[src/rtl/dm_arbiter.sv]
// Two-port round-robin arbiter/sequencer for the 1 KiB data memory.
// Each access takes IDLE -> ACCESS -> RESP: grant, one memory cycle, one-cycle response.
//
// state  | meaning
// IDLE   | sample req0/req1, pick a winner, latch its request and fault flag
// ACCESS | drive the memory port for one cycle; gnt of the winner is high
// RESP   | rvalid of the winner is high with rdata/err; requests ignored
module dm_arbiter #(
   parameter int MEM_BYTES = 1024,
   parameter int AW        = 32
) (
   input  logic          clk,
   input  logic          rst,
   input  logic          req0,
   input  logic          req1,
   input  logic [1:0]    op0,
   input  logic [1:0]    op1,
   input  logic [AW-1:0] addr0,
   input  logic [AW-1:0] addr1,
   input  logic [31:0]   wdata0,
   input  logic [31:0]   wdata1,
   output logic          gnt0,
   output logic          gnt1,
   output logic          rvalid0,
   output logic          rvalid1,
   output logic [31:0]   rdata,
   output logic          err,
   output logic          busy,
   output logic [AW-1:0] dm_addr,
   output logic [31:0]   dm_in,
   output logic [1:0]    dm_write,
   input  logic [31:0]   dm_out
);

   typedef enum logic [1:0] {
      IDLE   = 2'd0,
      ACCESS = 2'd1,
      RESP   = 2'd2
   } state_t;

   localparam logic [1:0] OP_RD = 2'b00;
   localparam logic [1:0] OP_SW = 2'b01;
   localparam logic [1:0] OP_SH = 2'b10;
   localparam logic [1:0] OP_SB = 2'b11;

   localparam logic [AW-1:0] LIM_W = AW'(MEM_BYTES - 4);
   localparam logic [AW-1:0] LIM_H = AW'(MEM_BYTES - 2);
   localparam logic [AW-1:0] LIM_B = AW'(MEM_BYTES - 1);

   state_t        state_q, state_d;
   logic          prio_q, prio_d;
   logic          winner_q, winner_d;
   logic [1:0]    op_q, op_d;
   logic          fault_q, fault_d;
   logic          gnt0_q, gnt0_d;
   logic          gnt1_q, gnt1_d;
   logic          rvalid0_q, rvalid0_d;
   logic          rvalid1_q, rvalid1_d;
   logic [31:0]   rdata_q, rdata_d;
   logic          err_q, err_d;
   logic [AW-1:0] dm_addr_q, dm_addr_d;
   logic [31:0]   dm_in_q, dm_in_d;
   logic [1:0]    dm_write_q, dm_write_d;

   logic          win_any;
   logic          win_id;
   logic [1:0]    sel_op;
   logic [AW-1:0] sel_addr;
   logic [31:0]   sel_wdata;
   logic          sel_fault;

   // Winner selection: a lone requester wins, a tie goes to prio.
   always_comb begin
      win_any   = req0 | req1;
      win_id    = (req0 & req1) ? prio_q : req1;
      sel_op    = win_id ? op1    : op0;
      sel_addr  = win_id ? addr1  : addr0;
      sel_wdata = win_id ? wdata1 : wdata0;
      sel_fault = 1'b0;
      case (sel_op)
         OP_SW:   sel_fault = (sel_addr[1:0] != 2'b00) || (sel_addr > LIM_W);
         OP_SH:   sel_fault = sel_addr[0] || (sel_addr > LIM_H);
         OP_SB:   sel_fault = (sel_addr > LIM_B);
         default: sel_fault = (sel_addr > LIM_W);
      endcase
   end

   always_ff @(posedge clk or posedge rst) begin
      if (rst) begin
         state_q    <= IDLE;
         prio_q     <= 1'b0;
         winner_q   <= 1'b0;
         op_q       <= OP_RD;
         fault_q    <= 1'b0;
         gnt0_q     <= 1'b0;
         gnt1_q     <= 1'b0;
         rvalid0_q  <= 1'b0;
         rvalid1_q  <= 1'b0;
         rdata_q    <= '0;
         err_q      <= 1'b0;
         dm_addr_q  <= '0;
         dm_in_q    <= '0;
         dm_write_q <= 2'b00;
      end else begin
         state_q    <= state_d;
         prio_q     <= prio_d;
         winner_q   <= winner_d;
         op_q       <= op_d;
         fault_q    <= fault_d;
         gnt0_q     <= gnt0_d;
         gnt1_q     <= gnt1_d;
         rvalid0_q  <= rvalid0_d;
         rvalid1_q  <= rvalid1_d;
         rdata_q    <= rdata_d;
         err_q      <= err_d;
         dm_addr_q  <= dm_addr_d;
         dm_in_q    <= dm_in_d;
         dm_write_q <= dm_write_d;
      end
   end

   always_comb begin
      state_d = state_q;
      case (state_q)
         IDLE:    if (win_any) state_d = ACCESS;
         ACCESS:  state_d = RESP;
         RESP:    state_d = IDLE;
         default: state_d = IDLE;
      endcase
   end

   // Strobes default low; latched request, rdata/err and memory address/data hold.
   always_comb begin
      prio_d     = prio_q;
      winner_d   = winner_q;
      op_d       = op_q;
      fault_d    = fault_q;
      rdata_d    = rdata_q;
      err_d      = err_q;
      dm_addr_d  = dm_addr_q;
      dm_in_d    = dm_in_q;
      gnt0_d     = 1'b0;
      gnt1_d     = 1'b0;
      rvalid0_d  = 1'b0;
      rvalid1_d  = 1'b0;
      dm_write_d = 2'b00;
      case (state_q)
         IDLE: begin
            if (win_any) begin
               winner_d   = win_id;
               op_d       = sel_op;
               fault_d    = sel_fault;
               dm_addr_d  = sel_addr;
               dm_in_d    = sel_wdata;
               gnt0_d     = ~win_id;
               gnt1_d     = win_id;
               dm_write_d = (sel_op != OP_RD && !sel_fault) ? sel_op : 2'b00;
            end
         end
         ACCESS: begin
            rdata_d   = (op_q == OP_RD && !fault_q) ? dm_out : 32'd0;
            err_d     = fault_q;
            prio_d    = ~winner_q;
            rvalid0_d = ~winner_q;
            rvalid1_d = winner_q;
         end
         default: ;
      endcase
   end

   assign gnt0     = gnt0_q;
   assign gnt1     = gnt1_q;
   assign rvalid0  = rvalid0_q;
   assign rvalid1  = rvalid1_q;
   assign rdata    = rdata_q;
   assign err      = err_q;
   assign busy     = (state_q != IDLE);
   assign dm_addr  = dm_addr_q;
   assign dm_in    = dm_in_q;
   assign dm_write = dm_write_q;

endmodule

[config.mk]
export PLATFORM = sky130hd
export DESIGN_NAME = dm_arbiter
export DESIGN_NICKNAME = d
export VERILOG_FILES = /design/src/rtl/dm_arbiter.sv
export SDC_FILE = /design/constraint.sdc
export NUM_CORES = 1
export LEC_CHECK = 0
export CORE_ASPECT_RATIO = 1.2
export CORE_MARGIN = 1
export CORE_UTILIZATION = 38
export CTS_CLUSTER_SIZE = 20
export DETAILED_ROUTE_END_ITERATION = 6
export GPL_ROUTABILITY_DRIVEN = 1
export MAX_ROUTING_LAYER = met4
export PLACE_DENSITY_LB_ADDON = 0.15
export SYNTH_ARGS = -nofsm -noshare
export SYNTH_HDL_FRONTEND = slang
export SYNTH_SLANG_ARGS = --single-unit
[constraint.sdc]
create_clock -name clk -period 6 [get_ports clk]
set_input_delay 1.8 -clock clk [delete_from_list [all_inputs] [get_ports clk]]
set_output_delay 1.8 -clock clk [all_outputs]
set_load 0.01 [all_outputs]
# [After elaboration in Yosys (flattened, before gate mapping)]
# Index checks and enable logic that the tools add are counted.
[word_totals] ff_bits=110 inputBits=168 output_inout_bits=104 elab_cells=55
[op_classes] order_cmp=3 eq_ne=5 muxes=17 n_bitwise=4 n_reduce_logical=12
[ops] op="> comparator 32 x 10 -> 1 bit (second input constant)" count=3
[ops] op="2-to-1 mux 32 bit" count=3
[ops] op="2-to-1 mux 2 bit" count=5
[ops] op="2-to-1 mux 1 bit" count=7
[ops] op="nonzero test 2 bit" count=3
[ops] op="== test 2 x 1 -> 1 bit (second input constant)" count=2
[ops] op="== test 2 bit (second input constant)" count=2
[ops] op="zero test 2 bit" count=2
[ops] op="case mux 2 bit (2 select lines)" count=1
[ops] op="case mux 1 bit (3 select lines)" count=1
[ops] op="logical AND 1 bit" count=2
[ops] op="zero test 1 bit" count=2
[ops] op="logical OR 1 bit" count=2
[ops] op="inequality test 2 bit (second input constant)" count=1
[ops] op="inverter 1 bit" count=2
[ops] op="AND reduction 2 bit" count=1
[ops] op="bitwise AND 1 bit" count=1
[ops] op="OR 1 bit" count=1

# [Logic depth before layout (Yosys ltp)]
# Gate-level depths: netlist of run 1.
[logic_depth] ltp_word=11 ltp_mapped=8 depth_no_buf=5

# [Worst setup path after synthesis of run 1]
# No wires, ideal clock.
[synth_timing] path_kind="input-to-reg" from="input port addr0[31]" to="register fault_q" setup_time_ns=0.121 arrival_ns=3.105 required_time_ns=5.879 path_slack_ns=2.774 cell_stages=5 path_buffers=0 path_cell_list="or4_4 a2111oi_4 a41o_2 o2111ai_2 o22a_1"
[synth_between] elab_chain_len=4 word_cells_on_any_way=7 cone_classes="3 x order compare; 2 x mux; 2 x reduce/logical"
[synth_rtl] element="start: declaration" line="18" text="input logic [AW-1:0] addr0,"
[synth_rtl] element="2-to-1 mux 32 bit (*)" line="77" text="sel_addr = win_id ? addr1 : addr0;"
[synth_rtl] element="> comparator 32 x 10 -> 1 bit, on equally long branches" line="82, 81, 84"
[synth_rtl] element="logical OR 1 bit, on equally long branches" line="82, 81"
[synth_rtl] element="case mux 1 bit (3 select lines) (*)" line="80" text="case (sel_op)"
[synth_rtl] element="end signal: assignment" line="109" text="fault_q <= fault_d;"
[synth_rtl] element="end: declaration" line="54" text="logic fault_q, fault_d;"
# Every way passes the cells marked *; elsewhere a longest branch is shown, timed or not.
# A chain may end at the register's enable or synchronous reset.

# [Worst setup path in the final report of run 1]
[layout_timing] from="input port req1" to="register dm_addr_q[25], in the netlist dm_addr[25]"
[layout_between] elab_chain_len=3 word_cells_on_any_way=5 cone_classes="2 x mux; 2 x bitwise; 1 x reduce/logical"
[layout_rtl] element="start: declaration" line="15" text="input logic req1,"
[layout_rtl] element="bitwise AND 1 bit" line="75" text="win_id = (req0 & req1) ? prio_q : req1;"
[layout_rtl] element="2-to-1 mux 1 bit" line="75"
[layout_rtl] element="2-to-1 mux 32 bit" line="77"
[layout_rtl] element="end signal: assignment" line="116" text="dm_addr_q <= dm_addr_d;"
[layout_rtl] element="end: declaration" line="61" text="logic [AW-1:0] dm_addr_q, dm_addr_d;"
# Parallel ways exist; a longest one is shown, timed or not.

==> results of run 1 <==
critical path: cells and delay by family:
family / cells / cell delay (ps)
AND/OR/NAND/NOR: 3 / 740
buffers and inverters: 3 / 1620
AO/OA/AOI/OAI: 1 / 150
flip-flops by register name, indices dropped and copies added (netlist names), 2 cells and up:
register / flops
rdata: 32
op_q: 2
dm_in: 32
state_q: 2
dm_write: 2
dm_addr: 32
synthesized netlist by cell type, types with 3 or more instances:
master | count | area share
buf_2 | 24 | 0.026
nor4_1 | 7 | 0.0095
inv_1 | 35 | 0.028
a222oi_1 | 32 | 0.069
nand4_1 | 4 | 0.0054
nor2_1 | 47 | 0.038
nand3_1 | 3 | 0.0032
a21oi_1 | 3 | 0.0032
dfrtp_1 | 110 | 0.59
nand2b_1 | 3 | 0.0041
a31oi_1 | 31 | 0.042
nand2_1 | 67 | 0.054
clkbuf_1 | 8 | 0.0065
a22o_1 | 32 | 0.061
where the power goes:
group	leakage (nW)	switching (mW)	internal (mW)
Sequential	1.37	0.133	0.994
Clock	0.150	0.269	0.325
Combinational	1.83	0.647	0.711
Total	3.35	1.05	2.03
final cells by class:
type                       count  area [um2]
tap                          157       196.4
inverter                      36       137.6
sequential                   110        2753
timing repair buffer         278        2765
clock inverter                 7       71.32
multi-input combinational    257        1595
fill                         979        3985
clock buffer                   9       225.2
layout by cell type (no fill, tap or decap), drive strengths merged:
master	n
a2111oi	1
a211oi	2
a21bo	1
a21oi	3
a221oi	1
a222oi	32
a22o	32
a31oi	31
a41o	1
and2	2
buf	7
bufinv	1
clkbuf	9
clkdlybuf4s50	271
clkinv	4
dfrtp	110
inv	38
mux2	1
mux2i	2
nand2	68
nand2b	3
nand3	3
nand3b	1
nand4	4
nor2	47
nor2b	2
nor3	2
nor4	7
o2111ai	1
o21ai	2
o22a	1
o22ai	1
o32ai	1
or2	2
or3	1
or4	2
cells by family (layout without fill, tap and decap cells):
| family | after synthesis | count (layout) | share of synthesized area |
|---|---|---|---|
| AOI/OAI and AO/OA | 110 | 110 | 0.2022 |
| buffers and inverters | 69 | 330 | 0.06325 |
| and+or+nand+nor | 144 | 144 | 0.1332 |
| DFF | 110 | 110 | 0.5946 |
| muxes | 3 | 3 | 0.006757 |
through the flow:
stage	area, um2	std cells	hold WS (ps)	total power [mW]	util
after floorplan	4629	436	403.2	1.780	-
after global placement	7447	838	414.1	2.472	0.6349
after detailed placement	7447	838	412.8	2.507	0.6349
after CTS	7744	854	423.4	3.109	0.6602
after global routing	7744	854	442.1	3.259	0.6602
final	7744	854	423.4	3.079	0.6602
worst paths after layout:
kind                             from     endpoint  slack [ps]  cells past startpoint
max                              req1  dm_addr[25]        1950                      7
min reg2reg                  winner_q      rvalid0         420                      1
max reg2reg                state_q[0]  dm_addr[25]        3440                      6
min                          winner_q      rvalid0         420                      1
min in group asynchronous         rst     rdata[3]        1990                      2
max in group asynchronous         rst     dm_in[1]        2930                      3
per-layer routing:
layer / track usage / up-vias / wire [um]
met3: 0.04805 / 26 / 1158
met2: 0.3933 / 232 / 7493
li1: - / 2099 / -
met1: 0.2685 / 2122 / 5740
met4: 0.09771 / 0 / 384
met5: - / - / 0
==> impl_results.md, run 1 <==
* Via/cell ratio at ~5.2
* Flops & latches, synth at 110
* Worst Path Arrival at roughly 4300 ps
* Top_reg_cell synth: dfrtp_1
* Hold crit path type: flop to flop
* Leakage at roughly 3.3 nW
* Mean Syn Cell Area at 10.62 um2
* Root Driver: clkbuf_16
* Critical path, cell by cell: clkdlybuf4s50_1 -> nor2_1 -> or2_2 -> inv_2 -> buf_4 -> nor2_1 -> a31oi_1
* Residual DRC at 4
* Area growth syn-to-layout at 67.27%
* Setup Slack @ Placement at 1607 ps
* GRT Overall Usage at 0.2329
* Routability Congestion at ~0.79
* Synthesized instance count at 436
* Synth Warn # at 0
* Final period util at 0.6754
* Via count at ~4500
* NumNets Final at 860
* Chip width at between 100 and 150 um
* Unrepaired setup endpoints after global routing: no
* Post-cts resize count at 0
* Chip Height at between 100 and 150 um
* Wire length per cell at between 15 and 20 um
* DRT iter0 DRCs at 335
* Drt first pass iters at 7
* Fin crit period at between 4000 and 5000 ps
* Worst Tran Pin Value at around 900 ps
* Num CTS Buffers at 9
* CTS sink cnt at 110
* CTS H-tree depth at 3
* Max_cap viols at 0
* Failing checks: DRC
* Most frequent CP cell: nor2_1
* Pwr dens at a little under 400 mW/mm2
* Core area at 0.01173 mm2
* Final count of pins violating max slew at 0
* Clock skew at a little under 6 ps
* Antenna violations before repair at 0
* Seq/Total Area, Yosys at 0.5946
* Slowest cell on crit path: clkdlybuf4s50_1
* Critical path type: primary input to flop
* Post-CTS Hold Buffers at 0
* Req. time, crit path at ~6300 ps
* Post-DP HPWL at around 11000 um
* Largest net degree at the start of global routing at 72
* Max clock buf depth at 2
* FFs w/ async S/R, synth at 1.000
* Worst path max stage delay at between 600 and 700 ps
* # Post-CTS Setup Buffers at 0
* Post-synth EDFFs at 0
* Initial Util at 0.3947
* Max-Slew Margin vs Limit at 0.4139
* First-pass GRT wire length at about 22000 um
* Total die area at around 0.013 mm2
* Crit-path max FO at 39
* Grt total ovfl at 0
* CTS tree: yes
* # setup viols final at 0
* Port bufs at between 200 and 300
* Outcome: complete, but fails checks
* Vias in the first global route at 4339
* Reg clk slew, reported paths at approximately 70 ps
* I/O pins at between 200 and 300
* Synth Cell Area at 0.004629 mm2
* Antenna-violating nets left at 0
* Mapped Nets at about 600
* Crit start category: primary input
* Number of diodes at 0
* Maximum VDD drop at 0.0002146 V
* Library cells used by synthesis at 39
* Worst-skew pair later-pin latency at around 340 ps
* Total Wirelength at approximately 15000 um
* Rows at 43
* Final hold violation count at 0
* Setup TNS at 0 ps
* CP endpoint kind: flop
* Final Worst Setup Slack at around 1900 ps
* Achievable frequency at around 250 MHz
* Layout cells sized above 1 at 0.05308
(Power assumes the default switching activity.)
==> inputs of run 2 (changes only) <==
- clock period: 6 -> 4 ns (I/O delays scaled with it)
==> run 2 against run 1 <==
The flow still finishes with violations (DRC). Non-clock buffer count grew 3. Critical endpoint is now dm_in[4]. Sequential power is 50% higher. Die area is the same. Clock-buffer cell count rose by 1.
==> impl_results.md, run 2 (synthesized netlist as in run 1, its figures left out) <==
* Crit start category: primary input
* Failing checks: DRC
* Antenna violations before repair at 0 (unchanged)
* Fin crit period at roughly 3000 ps
* Setup TNS at 0 ps (unchanged)
* Grt total ovfl at 0 (unchanged)
* Seq. cell area at 0.002753 mm2 (unchanged)
* Total Wirelength at 15230 um (+3.1%)
* Area growth syn-to-layout at 68.19%
* Num CTS Buffers at 9 (unchanged)
* Area occupied by multi-input gates at 0.001595 mm2 (unchanged)
* Worst-skew pair later-pin latency at 350 ps (about the same)
* CTS H-tree depth at 3 (unchanged)
* Critical path type: primary input to flop
* Final hold violation count at 0 (unchanged)
* Largest net degree at the start of global routing at 111 (+54%)
* Slowest cell on crit path: clkdlybuf4s50_1
* Critical path, cell by cell: clkdlybuf4s50_1 -> nor2_1 -> or2_2 -> buf_4 -> nor2_2 -> buf_4 -> a222oi_1 -> inv_1
* Unrepaired setup endpoints after global routing: no
* Initial Util at 0.3947 (unchanged)
* Number of diodes at 0 (unchanged)
* # setup viols final at 0 (unchanged)
* Chip Height at 122.9 um (unchanged)
* CTS tree: yes
* Most frequent cells in the layout: clkdlybuf4s50_1, dfrtp_1, nand2_1
* Commonest non-fill, non-tap cell in the layout: clkdlybuf4s50_1
* Final Worst Setup Slack at 989.7 ps (-957.6 ps)
* GRT Overall Usage at 0.2386 (+0.005662)
* Pwr dens at 598.4 mW/mm2 (+51%)
* CTS sink cnt at 110 (unchanged)
* # Post-CTS Setup Buffers at 0 (unchanged)
* Crit path buffers/inverters at 4 (+1)
* Clock skew at 7.433 ps (+1.564 ps)
* Chip width at 102.8 um (unchanged)
* Post-cts resize count at 0 (unchanged)
* Reg clk slew, reported paths at 70 ps (about the same)
* Outcome: complete, but fails checks
* CP endpoint kind: flop
* DRT iter0 DRCs at 361 (+7.8%)
* Core area at 0.01173 mm2 (unchanged)
* First-pass GRT wire length at 22100 um (+2.1%)
* Post-CTS Hold Buffers at 0 (unchanged)
* Layout cells sized above 1 at 0.05571 (+0.002630)
* R2r worst-path depth at 7 (+1)
* Max clock buf depth at 2 (unchanged)
* Largest delay contributor family on the critical path: buffers and inverters
* Final period util at 0.7526
* Total die area at 0.01263 mm2 (unchanged)
* Via/cell ratio at 5.316 (+1.4%)
* Routability Congestion at 0.8189 (+3.0%)
* Antenna-violating nets left at 0 (unchanged)
* Post-DP HPWL at 11250 um (+2.6%)
* Wire length per cell at 17.77 um (+2.7%)
* Max_cap viols at 0 (unchanged)
* Maximum VDD drop at 0.0003132 V (+46%)
* Filler cells at 986 (+0.72%)
* Leakage at 3.358 nW (+0.34%)
* Worst Tran Pin Value at 594.1 ps (-285.0 ps)
* Req. time, crit path at 4220 ps (-2050 ps)
* Crit-path max FO at 33 (-15%)
* Port bufs at 271 (unchanged)
* Final count of pins violating max slew at 0 (unchanged)
* Vias in the first global route at 4434 (+2.2%)
* Most frequent CP cell: buf_4
* Via count at 4556 (+1.7%)
* Drt first pass iters at 7 (unchanged)
* Achievable frequency at ~330 MHz
* WHS Path Cells at 1 (unchanged)
* Root Driver: clkbuf_16
* NumNets Final at 863 (+0.35%)
* Worst path max stage delay at 570 ps (-100 ps)
* Rows at 43 (unchanged)
* Setup Slack @ Placement at 605.1 ps (-1002 ps)
* Worst Path Arrival at 3230 ps (-1090 ps)
* Residual DRC at 9 (+5)
* Hold crit path type: flop to flop
* Max-Slew Margin vs Limit at 0.6039 (+0.1900)
* Stages on the worst setup path at 8 (+1)
* I/O pins at 272 (unchanged)
run 2: cell types whose count changed in the layout (fill, tap and decap cells not counted):
cell        change
clkinvlp_4      +2
inv_6           -1
clkinv_4        -1
clkbuf_1        +1
inv_4           -1
buf_4           +1
buf_12          +2
run 2: per-layer routing:
| layer | vias up | part of all wire | global-route usage | wire, um |
|---|---|---|---|---|
| met1 | 2232 | 0.38 | 0.2641 | 5839 |
| met4 | 0 | 0.023 | 0.1021 | 357 |
| met5 | - | 0 | - | 0 |
| met2 | 200 | 0.52 | 0.4125 | 7858 |
| li1 | 2099 | - | - | - |
| met3 | 25 | 0.077 | 0.05144 | 1176 |
run 2: path summary, 6_finish.rpt:
check	from	to	slack (ps)
min in group asynchronous	rst	dm_addr[8]	1360
worst max-delay path	req1	dm_in[4]	990
worst min register to register	winner_q	rvalid0	420
worst min-delay path	winner_q	rvalid0	420
worst max register to register	state_q[0]	dm_in[4]	1860
max in group asynchronous	rst	dm_in[18]	2190
run 2: report_power, final:
group          switching (mW)  internal (mW)  leakage [nW]
clock network           0.406          0.485         0.143
registers               0.205           1.49          1.37
logic                   0.981           1.09          1.85
total                    1.59           3.07          3.36
run 2: layout make-up:
| type | instances | area share |
|---|---|---|
| Clock buffer | 10 | 0.02941 |
| Clock inverter | 6 | 0.007874 |
| Inverter | 36 | 0.01784 |
| Multi-Input combinational cell | 257 | 0.2049 |
| Sequential cell | 110 | 0.3535 |
| Tap cell | 157 | 0.02523 |
| Timing Repair Buffer | 281 | 0.3612 |
run 2: stage by stage:
| stage | instances | utilization | hold WS, ps | power, mW | cell area [um2] |
|---|---|---|---|---|---|
| finish | 857 | 0.6639 | 424.8 | 4.659 | 7786 |
| detailed placement | 841 | 0.6391 | 417.8 | 3.798 | 7496 |
| floorplan | 436 | - | 403.2 | 2.670 | 4633 |
| global route | 857 | 0.6639 | 447.5 | 4.924 | 7786 |
| global placement | 841 | 0.6391 | 412.0 | 3.734 | 7496 |
| CTS | 857 | 0.6639 | 431.9 | 4.698 | 7786 |
run 2: worst reg2reg max path: cells and delay by family, from the launching register on:
kind / cells / cell delay, ps
compound gates: 1 / 180
flops: 1 / 380
simple gates: 3 / 810
buf+inv: 3 / 700
==> inputs of run 3 (changes only) <==
- clock period: 4 -> 3 ns (I/O delays scaled with it)
==> run 3 against run 2 <==
The run now ends clean. Critical path depth shrank 1. Sequential share of layout area shrank 0.35 points. Cell area grew 1.0%. Via count shrank 0.77%. Hold slack lost 1.1 ps. Clock power grew 41%. Sequential power grew 32%. Routed wire length shrank 1.2%. Non-clock buffer count grew 3. Global-route usage grew 0.32 points. Clock-buffer cell count grew 3. Critical path type unchanged.
==> impl_results.md, run 3 (synthesized netlist as in run 1, its figures left out) <==
* Routability Congestion at 0.8071 (-1.4%)
* Wire length per cell at 17.50 um (-1.5%)
* Hold crit path type: flop to flop
* Largest delay contributor family on the critical path: simple AND/OR/NAND/NOR gates
* Outcome: completed
* Fin crit period at between 2000 and 3000 ps
* Final period util at 0.8494
* Total die area at 0.01263 mm2 (unchanged)
* Largest net degree at the start of global routing at 111 (unchanged)
* Post-DP HPWL at 11210 um (-0.37%)
* CP endpoint kind: flop
* DRT iter0 DRCs at 282 (-22%)
* Total Wirelength at 15050 um (-1.2%)
* # setup viols final at 0 (unchanged)
* Worst reg2reg path endpoint: dm_in[13]
* Root Driver: clkbuf_16
* Number of diodes at 0 (unchanged)
* Sw power at 2.107 mW (+32%)
* CTS tree: yes
* Leakage at 3.399 nW (+1.2%)
* Via count at 4521 (-0.77%)
* Grt total ovfl at 0 (unchanged)
* Antenna-violating nets left at 0 (unchanged)
* Initial Util at 0.3947 (unchanged)
* R2r worst-path depth at 6 (-1)
* Final count of pins violating max slew at 0 (unchanged)
* Crit start category: primary input
* Worst Path Arrival at 2780 ps (-450 ps)
* Crit-path max FO at 38 (+15%)
* Achievable frequency at between 300 and 400 MHz
* Pwr dens at 803.3 mW/mm2 (+34%)
* Setup TNS at 0 ps (unchanged)
* GRT Overall Usage at 0.2418 (+0.003171)
* Chip width at 102.8 um (unchanged)
* Max_cap viols at 0 (unchanged)
* Max clock buf depth at 2 (unchanged)
* Unrepaired setup endpoints after global routing: no
* Crit path buffers/inverters at 3 (-1)
* Reg2reg start: state_q[1]
* Post-CTS Hold Buffers at 0 (unchanged)
* Drt first pass iters at 6 (-1)
* Req. time, crit path at 3230 ps (-990 ps)
* Chip Height at 122.9 um (unchanged)
* # Post-CTS Setup Buffers at 0 (unchanged)
* Clock skew at 4.682 ps (-2.751 ps)
* Worst setup path end: dm_in[13]
* Num CTS Buffers at 9 (unchanged)
* Core area at 0.01173 mm2 (unchanged)
* Final hold violation count at 0 (unchanged)
* Commonest non-fill, non-tap cell in the layout: clkdlybuf4s50_1
* Slowest cell on crit path: or2_2
* Port bufs at 271 (unchanged)
* First-pass GRT wire length at 22400 um (+1.4%)
* Worst-skew pair later-pin latency at 350 ps (about the same)
* Combinational Power Share at 0.444 (about the same)
* Critical path type: primary input to flop
* Area growth syn-to-layout at 69.86%
* Vias in the first global route at 4457 (+0.52%)
* Clock power frac at 0.199 (+0.008)
* WHS Path Cells at 1 (unchanged)
* CTS sink cnt at 110 (unchanged)
* Rows at 43 (unchanged)
* Critical path, cell by cell: clkdlybuf4s50_1 -> nor2_1 -> or2_2 -> nor2_2 -> buf_12 -> a222oi_1 -> inv_1
* Reg2reg setup slack at 910 ps (-950 ps)
* Worst Tran Pin Value at 753.8 ps (+159.6 ps)
* Most frequent cells in the layout: clkdlybuf4s50_1, dfrtp_1, nand2_1
* Sequential Power Share at 0.356 (-0.008)
* Post-cts resize count at 0 (unchanged)
* CTS H-tree depth at 3 (unchanged)
* Antenna violations before repair at 0 (unchanged)
* Maximum VDD drop at 0.0004346 V (+39%)
* I/O pins at 272 (unchanged)
* Sw Share at 0.3336 (-0.008249)
* NumNets Final at 866 (+0.35%)
* Reg clk slew, reported paths at 70 ps (about the same)
* Stages on the worst setup path at 7 (-1)
* Worst path max stage delay at 610 ps (+40 ps)
* Critical path origin: req0
* Layout cells sized above 1 at 0.06117 (+0.005452)
* Max-Slew Margin vs Limit at 0.4975 (-0.1064)
* Pint at 4.210 mW (+37%)
* Via/cell ratio at 5.257 (-1.1%)
* Hold_ws at 423.7 ps (-1.139 ps)
* Residual DRC at 0 (-9)
run 3: changes by cell type in the layout (fill, tap and decap cells not counted):
cell	previous run	this run
clkinvlp_4	2	1
clkbuf_8	0	4
clkinv_2	3	2
clkbuf_1	1	0
buf_4	8	9
buf_12	2	4
inv_6	1	0
run 3: power groups by stage:
stage / logic, mW / registers [mW] / clock network (mW)
global placement: 2.77 / 2.25 / 0
global route: 3.05 / 2.31 / 1.36
detailed placement: 2.83 / 2.28 / 0
floorplan: 1.09 / 2.47 / 0
finish: 2.81 / 2.25 / 1.26
CTS: 2.84 / 2.25 / 1.29
run 3: cell type report:
| cell class | count | area (um2) |
|---|---|---|
| fillers | 974 | 3865 |
| repair buffers | 284 | 2860 |
| flip-flops and latches | 110 | 2753 |
| multi-input cells | 257 | 1595 |
| clock buffers | 13 | 280.3 |
| well taps | 157 | 196.4 |
| inverters | 36 | 138.9 |
| clock inverters | 3 | 40.04 |
run 3: how the worst min path moves through the flow:
| stage | start | end | slack [ps] |
|---|---|---|---|
| floorplan | winner_q | rvalid0 | 400 |
| global placement | winner_q | rvalid0 | 420 |
| detailed placement | winner_q | rvalid0 | 410 |
| CTS | winner_q | rvalid0 | 420 |
| global route | winner_q | rvalid0 | 440 |
| finish | winner_q | rvalid0 | 420 |
run 3: stage by stage:
step	area [um2]	worst slack (ps)	std cells	util	power (mW)
5_1_grt	7864	300.4	860	0.6705	6.713
6_report	7864	451.7	860	0.6705	6.317
3_5_place_dp	7543	98.02	844	0.6432	5.106
3_3_place_gp	7543	167.4	844	0.6432	5.021
2_1_floorplan	4633	674.0	436	-	3.560
4_1_cts	7864	466.1	860	0.6705	6.385
run 3: layer usage:
layer  global-route usage  vias to the layer above  wire length (um)
met5                    -                        -                 0
met4              0.08627                        0               320
met3              0.06727                       22              1306
met2               0.4200                      222              7790
met1               0.2630                     2177              5635
li1                     -                     2100                 -
